[src/rtl/pipeline_hazard_ctrl.sv]
// Hazard and sequencing controller for the 5-stage MIPS pipeline: forwarding selects,
// load-use/branch stalls, data-memory wait freeze with timeout trap, and stall counters.
module pipeline_hazard_ctrl #(
  parameter int MEM_TIMEOUT = 64,
  parameter int CNT_W       = 16
) (
  input  logic             clk,
  input  logic             rst,
  input  logic [4:0]       i_rsD,
  input  logic [4:0]       i_rtD,
  input  logic [4:0]       i_rsE,
  input  logic [4:0]       i_rtE,
  input  logic             i_BranchD,
  input  logic             i_PCSrcD,
  input  logic [4:0]       i_WriteregE,
  input  logic             i_RegwriteE,
  input  logic             i_MemtoregE,
  input  logic [4:0]       i_WriteregM,
  input  logic             i_RegwriteM,
  input  logic             i_MemtoregM,
  input  logic             i_MemwriteM,
  input  logic             i_dmem_ready,
  input  logic [4:0]       i_WriteregW,
  input  logic             i_RegwriteW,
  output logic             o_StallF,
  output logic             o_StallD,
  output logic             o_StallE,
  output logic             o_StallM,
  output logic             o_FlushD,
  output logic             o_FlushE,
  output logic             o_FlushW,
  output logic             o_ForwardAD,
  output logic             o_ForwardBD,
  output logic [1:0]       o_ForwardAE,
  output logic [1:0]       o_ForwardBE,
  output logic             o_mem_err,
  output logic [CNT_W-1:0] o_lw_stall_cnt,
  output logic [CNT_W-1:0] o_mem_stall_cnt
);

  localparam int WCW = $clog2(MEM_TIMEOUT) + 1;

  typedef enum logic [1:0] {RUN, MWAIT, ERR} state_t;

  state_t           r_state;
  logic [WCW-1:0]   r_wait_cnt;
  logic             r_mem_err;
  logic [CNT_W-1:0] r_lw_cnt;
  logic [CNT_W-1:0] r_mem_cnt;

  logic w_lwstall;
  logic w_brstall;
  logic w_hazard;
  logic w_memstall;
  logic w_in_err;
  logic w_lw_count;
  logic w_mem_count;

  assign w_lwstall  = i_MemtoregE && ((i_rtE == i_rsD) || (i_rtE == i_rtD));
  assign w_brstall  = i_BranchD &&
                      ((i_RegwriteE && (i_WriteregE != 5'd0) &&
                        ((i_WriteregE == i_rsD) || (i_WriteregE == i_rtD))) ||
                       (i_MemtoregM && (i_WriteregM != 5'd0) &&
                        ((i_WriteregM == i_rsD) || (i_WriteregM == i_rtD))));
  assign w_hazard   = w_lwstall || w_brstall;
  assign w_memstall = (i_MemtoregM || i_MemwriteM) && !i_dmem_ready;
  assign w_in_err   = (r_state == ERR);

  // Memory freeze (or the error trap) dominates; a load-use/branch stall hides a taken PCSrcD.
  assign o_StallF = w_in_err || w_memstall || w_hazard;
  assign o_StallD = w_in_err || w_memstall || w_hazard;
  assign o_StallE = w_in_err || w_memstall;
  assign o_StallM = w_in_err || w_memstall;
  assign o_FlushW = w_in_err || w_memstall;
  assign o_FlushE = !w_in_err && !w_memstall && w_hazard;
  assign o_FlushD = !w_in_err && !w_memstall && !w_hazard && i_PCSrcD;

  assign o_ForwardAD = (i_rsD != 5'd0) && i_RegwriteM && (i_rsD == i_WriteregM);
  assign o_ForwardBD = (i_rtD != 5'd0) && i_RegwriteM && (i_rtD == i_WriteregM);

  always_comb begin
    o_ForwardAE = 2'b00;
    if ((i_rsE != 5'd0) && i_RegwriteM && (i_rsE == i_WriteregM))
      o_ForwardAE = 2'b10;
    else if ((i_rsE != 5'd0) && i_RegwriteW && (i_rsE == i_WriteregW))
      o_ForwardAE = 2'b01;
  end

  always_comb begin
    o_ForwardBE = 2'b00;
    if ((i_rtE != 5'd0) && i_RegwriteM && (i_rtE == i_WriteregM))
      o_ForwardBE = 2'b10;
    else if ((i_rtE != 5'd0) && i_RegwriteW && (i_rtE == i_WriteregW))
      o_ForwardBE = 2'b01;
  end

  always_ff @(posedge clk or posedge rst) begin
    if (rst) begin
      r_state    <= RUN;
      r_wait_cnt <= '0;
      r_mem_err  <= 1'b0;
    end else begin
      case (r_state)
        RUN: begin
          if (w_memstall) begin
            r_state    <= MWAIT;
            r_wait_cnt <= WCW'(1);
          end
        end
        MWAIT: begin
          if (!w_memstall) begin
            r_state    <= RUN;
            r_wait_cnt <= '0;
          end else if (r_wait_cnt == WCW'(MEM_TIMEOUT - 1)) begin
            r_state   <= ERR;
            r_mem_err <= 1'b1;
          end else begin
            r_wait_cnt <= r_wait_cnt + WCW'(1);
          end
        end
        ERR:     r_state <= ERR;
        default: r_state <= RUN;
      endcase
    end
  end

  assign w_lw_count  = !w_in_err && !w_memstall && w_hazard;
  assign w_mem_count = !w_in_err && w_memstall;

  always_ff @(posedge clk or posedge rst) begin
    if (rst) begin
      r_lw_cnt  <= '0;
      r_mem_cnt <= '0;
    end else begin
      if (w_lw_count && (r_lw_cnt != {CNT_W{1'b1}}))
        r_lw_cnt <= r_lw_cnt + CNT_W'(1);
      if (w_mem_count && (r_mem_cnt != {CNT_W{1'b1}}))
        r_mem_cnt <= r_mem_cnt + CNT_W'(1);
    end
  end

  assign o_mem_err       = r_mem_err;
  assign o_lw_stall_cnt  = r_lw_cnt;
  assign o_mem_stall_cnt = r_mem_cnt;

endmodule

[config.mk]
export PLATFORM = sky130hd
export DESIGN_NAME = pipeline_hazard_ctrl
export DESIGN_NICKNAME = d
export VERILOG_FILES = /design/src/rtl/pipeline_hazard_ctrl.sv
export SDC_FILE = /design/constraint.sdc
export NUM_CORES = 1
export LEC_CHECK = 0
export BUFFER_PORTS_ARGS = -buffer_cell sky130_fd_sc_hd__buf_2
export CAP_MARGIN = 20
export CORE_ASPECT_RATIO = 0.75
export CORE_MARGIN = 5
export CORE_UTILIZATION = 50
export CTS_CLUSTER_SIZE = 28
export DETAILED_ROUTE_END_ITERATION = 16
export PLACE_DENSITY = 0.77
export SLEW_MARGIN = 20
export SYNTH_ARGS = -nofsm -noshare
export SYNTH_HDL_FRONTEND = slang
export SYNTH_SLANG_ARGS = --single-unit
[constraint.sdc]
create_clock -name clk -period 2.3 [get_ports clk]
set_clock_uncertainty 0.1 [all_clocks]
set_input_delay 0.23 -clock clk [delete_from_list [all_inputs] [get_ports clk]]
set_output_delay 0.23 -clock clk [all_outputs]
set_load 0.05 [all_outputs]
* Word level (Yosys, flattened, before mapping) *
Cells that the tools add are included.

operators by class
  $add $sub $neg = 3
  bitwise operators = 0
  order comparisons = 0
  shifts and indexed selects = 0
  multiply operators = 0
  reductions and logical operators = 49
  equality and inequality tests = 20
  mux-type cells = 12
  divide/modulo/power cells = 0

operators by type and width
  cell                   count
  $eq 5x5->1             12
  $add 16x1->16 const B  2
  $ne 16x16->1 const B   2
  $reduce_bool 5->1      6
  $logic_and 1x1->1      26
  $mux 7                 3
  $pmux 7 s2             1
  $mux 2                 5
  $logic_or 1x1->1       8
  $add 7x1->7 const B    1
  $eq 7x6->1 const B     1
  $ne 3x3->1 const B     2
  $pmux 2 s3             1
  $reduce_and 3->1       2
  $logic_not 1->1        4
  $eq 2x1->1 const B     1
  $eq 2x2->1 const B     1
  $logic_not 2->1        1
  $mux 1                 2
  $ne 2x2->1 const B     1
  $reduce_and 2->1       1
  $reduce_bool 2->1      1

storage, ports and cells
  output and inout bits = 46
  latch bits = 0
  flip-flop bits (word level) = 42
  input port bits = 46
  bits in read-only memories = 0
  memories kept = 0
  RAM bits = 0

* Depth between registers and ports, before layout *
  word-level depth = 9
  depth in mapped cells = 9
  gate-level depth less buffers = 8

* Worst setup path before layout *
No wires, ideal clock.

  path kind = input to output
  from = input i_WriteregM[0]
  to = output o_ForwardBE[0]
  required time = 1970 ps
  cell stages on the path = 5
  slack = -991 ps
  arrival = 2961 ps
  path through = clkbuf_1 -> xnor2_1 -> nand4_1 -> nor4_1 -> nor4_1

between the ends
  longest elaborated chain between the ends = 3

RTL lines
  element             RTL line  text
  start: declaration  18        input logic [4:0] i_WriteregM,
  $eq 5x5->1          91        if ((i_rtE != 5'd0) && i_RegwriteM && (i_rtE == i_WriteregM))
  $logic_and 1x1->1   91
  $mux 2              91
  end: declaration    35        output logic [1:0] o_ForwardBE,

Every way passes these cells.

* Worst setup path after layout *
  from = input i_WriteregM[2]
  to = output o_StallF

between the ends
  longest elaborated chain between the ends = 7
  elaborated cells on any way between the ends = 10
  those cells by class = 2 x eq/ne; 8 x reduce/logical

RTL lines
  element                                                RTL line  text
  $eq 5x5->1 or $reduce_bool 5->1 (tied branches)        64, 63
  $logic_or 1x1->1 or $logic_and 1x1->1 (tied branches)  64, 63
  $logic_and 1x1->1 (*)                                  63        (i_MemtoregM && (i_WriteregM != 5'd0) &&
  $logic_or 1x1->1 (*)                                   62        ((i_WriteregE == i_rsD) || (i_WriteregE == i_rtD))) ||
  $logic_and 1x1->1 (*)                                  60        assign w_brstall = i_BranchD &&
  $logic_or 1x1->1 (*)                                   65        assign w_hazard = w_lwstall || w_brstall;
  $logic_or 1x1->1 (*)                                   70        assign o_StallF = w_in_err || w_memstall || w_hazard;
  end: declaration                                       25        output logic o_StallF,

Every way passes the cells marked *; elsewhere a longest branch is shown, timed or not.

==> results.cfg <==
[status]
status = finished, final reports clean

[die]
coreArea_um2 = 5381
io_pins = 92
initial_utilization_pct = 51.89
die-area_um2 = 7195
rows = 23
die_h_um = 74.72
dieWidth_um = 96.30

[sta]
period_needed_ps = 2257
post-route-period-util_pct = 98.13
tns_ps = 0
hold_violations = 0
worstMarginPinSlew_ps = 569.5
fmax_mhz = 443.1
maxSlewViolCount = 0
rsz0062_at_grt = yes
setup-violations-final = 0
maxSlewHeadroom_pct = 61.68

[synth]
avgSynthCellArea_um2 = 9.126
synthAdderAreaFrac_pct = 1.344
synth_mux_area_share_pct = 0.9409
synth_compound_gate_area_share_pct = 7.258
synth_cells = 306
yosysWarnings = 0
async_reset_ff_share_pct = 100.0
synth-edff-count = 0
synth_top_area_cell = dfrtp_1
synth_flop_cell = dfrtp_1
synth_top_family_by_area = XOR/XNOR gates
ys_types = 37
yosysSeqAreaShare_pct = 37.63
synthSimpleGateAreaFrac_pct = 23.21
synth_top_area_share_pct = 37.63
synthTopCellsByArea = dfrtp_1, xnor2_1, xor2_1
netlist_area_um2 = 2793
synth_fp_nets = 355
synthXorXnorAreaFrac_pct = 25.72
synth_seq_cells = 42

[power_and_ir_drop]
peakVddDrop_uv = 669.4
seqPwrFrac_pct = 36.8
power_density_nw_per_um2 = 701.2
p_sw_share_pct = 37.36
leakage_nw = 1.768
pwr-share-clk_pct = 28.3
p_comb_share_pct = 34.9
power.internal_w = 0.001583
p_switching_w = 0.0009440

[worst_setup_path]
crit_chain = buf_2 > or4_1 > o21ai_2 > a21o_1 > o21ai_0 > a21oi_1 > buf_4 > nand2_2 > buf_2
cp_num_buf_inv = 3
slowest_delay_ps = 520
timing.reg2reg.setup_slack_ps = 110
cp_common_cell = buf_2
timing.rr.start = r_state[1]
cp-start-kind = input pin
worstPathRequired_ps = 1970
end_kind = output pin
crit_arrival_ps = 1930
regToRegEndpoint = o_lw_stall_cnt[1]
critPathKind = in -> out
path_max_fanout = 4
critical_path.top_delay_family = compound AO/OA/AOI/OAI gates
cp_slowest_cell = or4_1
r2r_cells = 9

[global_route]
grt_overflow = 0
grt_usage_pct = 20.86
grt_pass1_wl_um = 11750
grt_max_degree = 43
grt_pass1_vias = 2470
antenna_found_initial = 0

[place]
port_buffers = 91
dp_hpwl_um = 5681
dpl_cell_area_um2 = 3418
gp_congestion = 0.9761

[cts]
clk_pin_slew_worst_paths_ps = 70
clk_latency_ps = 300
cts.sink_count = 42
cts-root-buf = clkbuf_8
cts_tree = yes
cts_htree_levels = 2
cts_inserted_buffers = 5
clock_path_buffers = 2

[detailed_routing]
wl_um = 7247
firstDrtPassIters = 4
routedWlPerCell_um = 15.10
vias = 2517
routed_via_density = 5.244
drc = 0
drtAntennaViolNets = 0
drt_iter0_markers = 212

[min_path]
min_to = r_wait_cnt[2]
hold_path_startpoint = i_dmem_ready
hp-class = in -> reg
hold_path_depth = 4

[layout]
final_common_cell = buf_2
final_cell_mix = buf_2, xnor2_1, xor2_1
fillCellCount = 438
finalInstanceArea_um2 = 3603
drive_above_1_share_pct = 33.83
nets = 453
diodes = 0
synthToLayoutAreaGrowth_pct = 29.03

[run]
maxCapViolCount = 0
-- power groups by stage --
stage,Combinational [W],Sequential [W],Clock [W]
after detailed placement,0.000873,0.000942,0
final,0.000882,0.000931,0.000714
after CTS,0.000879,0.000932,0.000728
after global placement,0.000857,0.000940,0
after floorplan,0.000342,0.00121,0
after global routing,0.000943,0.000949,0.000758
-- cells by family after synthesis --
kind of cell               Yosys count
and+or+nand+nor                    125
muxes                                2
buffers and inverters               22
adders and majority gates            3
xor gates and xnor gates            82
DFF                                 42
AOI/OAI and AO/OA                   30
-- sequential cells by signal, summed over array words and instances, names as in the netlist --
| signal | cells |
|---|---|
| o_mem_err | 1 |
| r_state | 2 |
| o_lw_stall_cnt | 16 |
| o_mem_stall_cnt | 16 |
| r_wait_cnt | 7 |
-- Yosys cell counts (2+ instances only) --
cell type	instances
and4_1	2
nor4_1	6
or4_1	7
buf_2	4
nand3_1	16
a21o_1	2
and3_1	11
nand2_1	22
and2_1	2
clkbuf_2	2
inv_1	6
or3_1	3
a21oi_1	7
xnor2_1	42
o21ai_0	11
nand4_1	15
ha_1	3
a211oi_1	2
nor3_1	12
nand2b_1	4
xor2_1	40
nor2_1	24
dfrtp_1	42
buf_4	3
clkbuf_1	6
-- stage by stage --
stage / hold slack [ps] / cells / power, W / utilization [%] / worst slack [ps]
6_report: 183.4 / 480 / 0.002527 / 66.96 / 43.01
5_1_grt: 190.1 / 480 / 0.002650 / 66.96 / -33.35
4_1_cts: 172.8 / 478 / 0.002540 / 66.40 / 6.686
3_5_place_dp: 289.2 / 469 / 0.001814 / 63.52 / 16.60
3_3_place_gp: 286.5 / 469 / 0.001797 / 63.52 / 54.93
2_1_floorplan: 343.4 / 306 / 0.001554 / - / -34.63
-- worst max-delay path by stage --
stage	start	endpoint	slack (ps)	cells after the start
finish	i_WriteregM[2]	o_StallF	40	9
floorplan	i_rtE[1]	o_ForwardBE[0]	-30	5
CTS	r_state[1]	o_FlushE	7	8
global placement	i_WriteregM[2]	o_FlushD	50	8
global route	i_WriteregM[1]	o_StallF	-30	11
detailed placement	i_WriteregM[2]	o_FlushD	20	8
-- routing by layer --
layer  vias to the layer above  routed length [um]  GRT usage, %
met2                        62                3454         33.74
met4                         0                  77         5.132
li1                       1253                   -             -
met1                      1193                3333         28.84
met3                         9                 382         4.496
met5                         -                   0             0
-- cell type report --
| type | instances | area, um^2 | share of cell area [%] |
|---|---|---|---|
| Multi-Input combinational cell | 242 | 1689 | 46.87 |
| Sequential cell | 42 | 1060 | 29.41 |
| Timing Repair Buffer | 107 | 595.6 | 16.53 |
| Tap cell | 75 | 93.84 | 2.604 |
| Clock buffer | 6 | 82.58 | 2.292 |
| Clock inverter | 2 | 60.06 | 1.667 |
| Inverter | 6 | 22.52 | 0.6250 |
-- worst register-to-register path, delay by kind of cell, from the launching register on --
kind	cells	cell delay (ps)
muxes	1	310
DFF	1	470
AOI/OAI and AO/OA	2	340
buffers and inverters	2	310
and+or+nand+nor	4	550
-- repair_timing --
action / in CTS / in global routing
resized for setup: 1 / 7
buffers inserted: 0 / 2
hold endpoints to repair: 42 / 0
setup endpoints to repair: 1 / 5
hold buffers: 1 / 0
pin swaps: 1 / 1
Power figures use the tool's default switching activity.
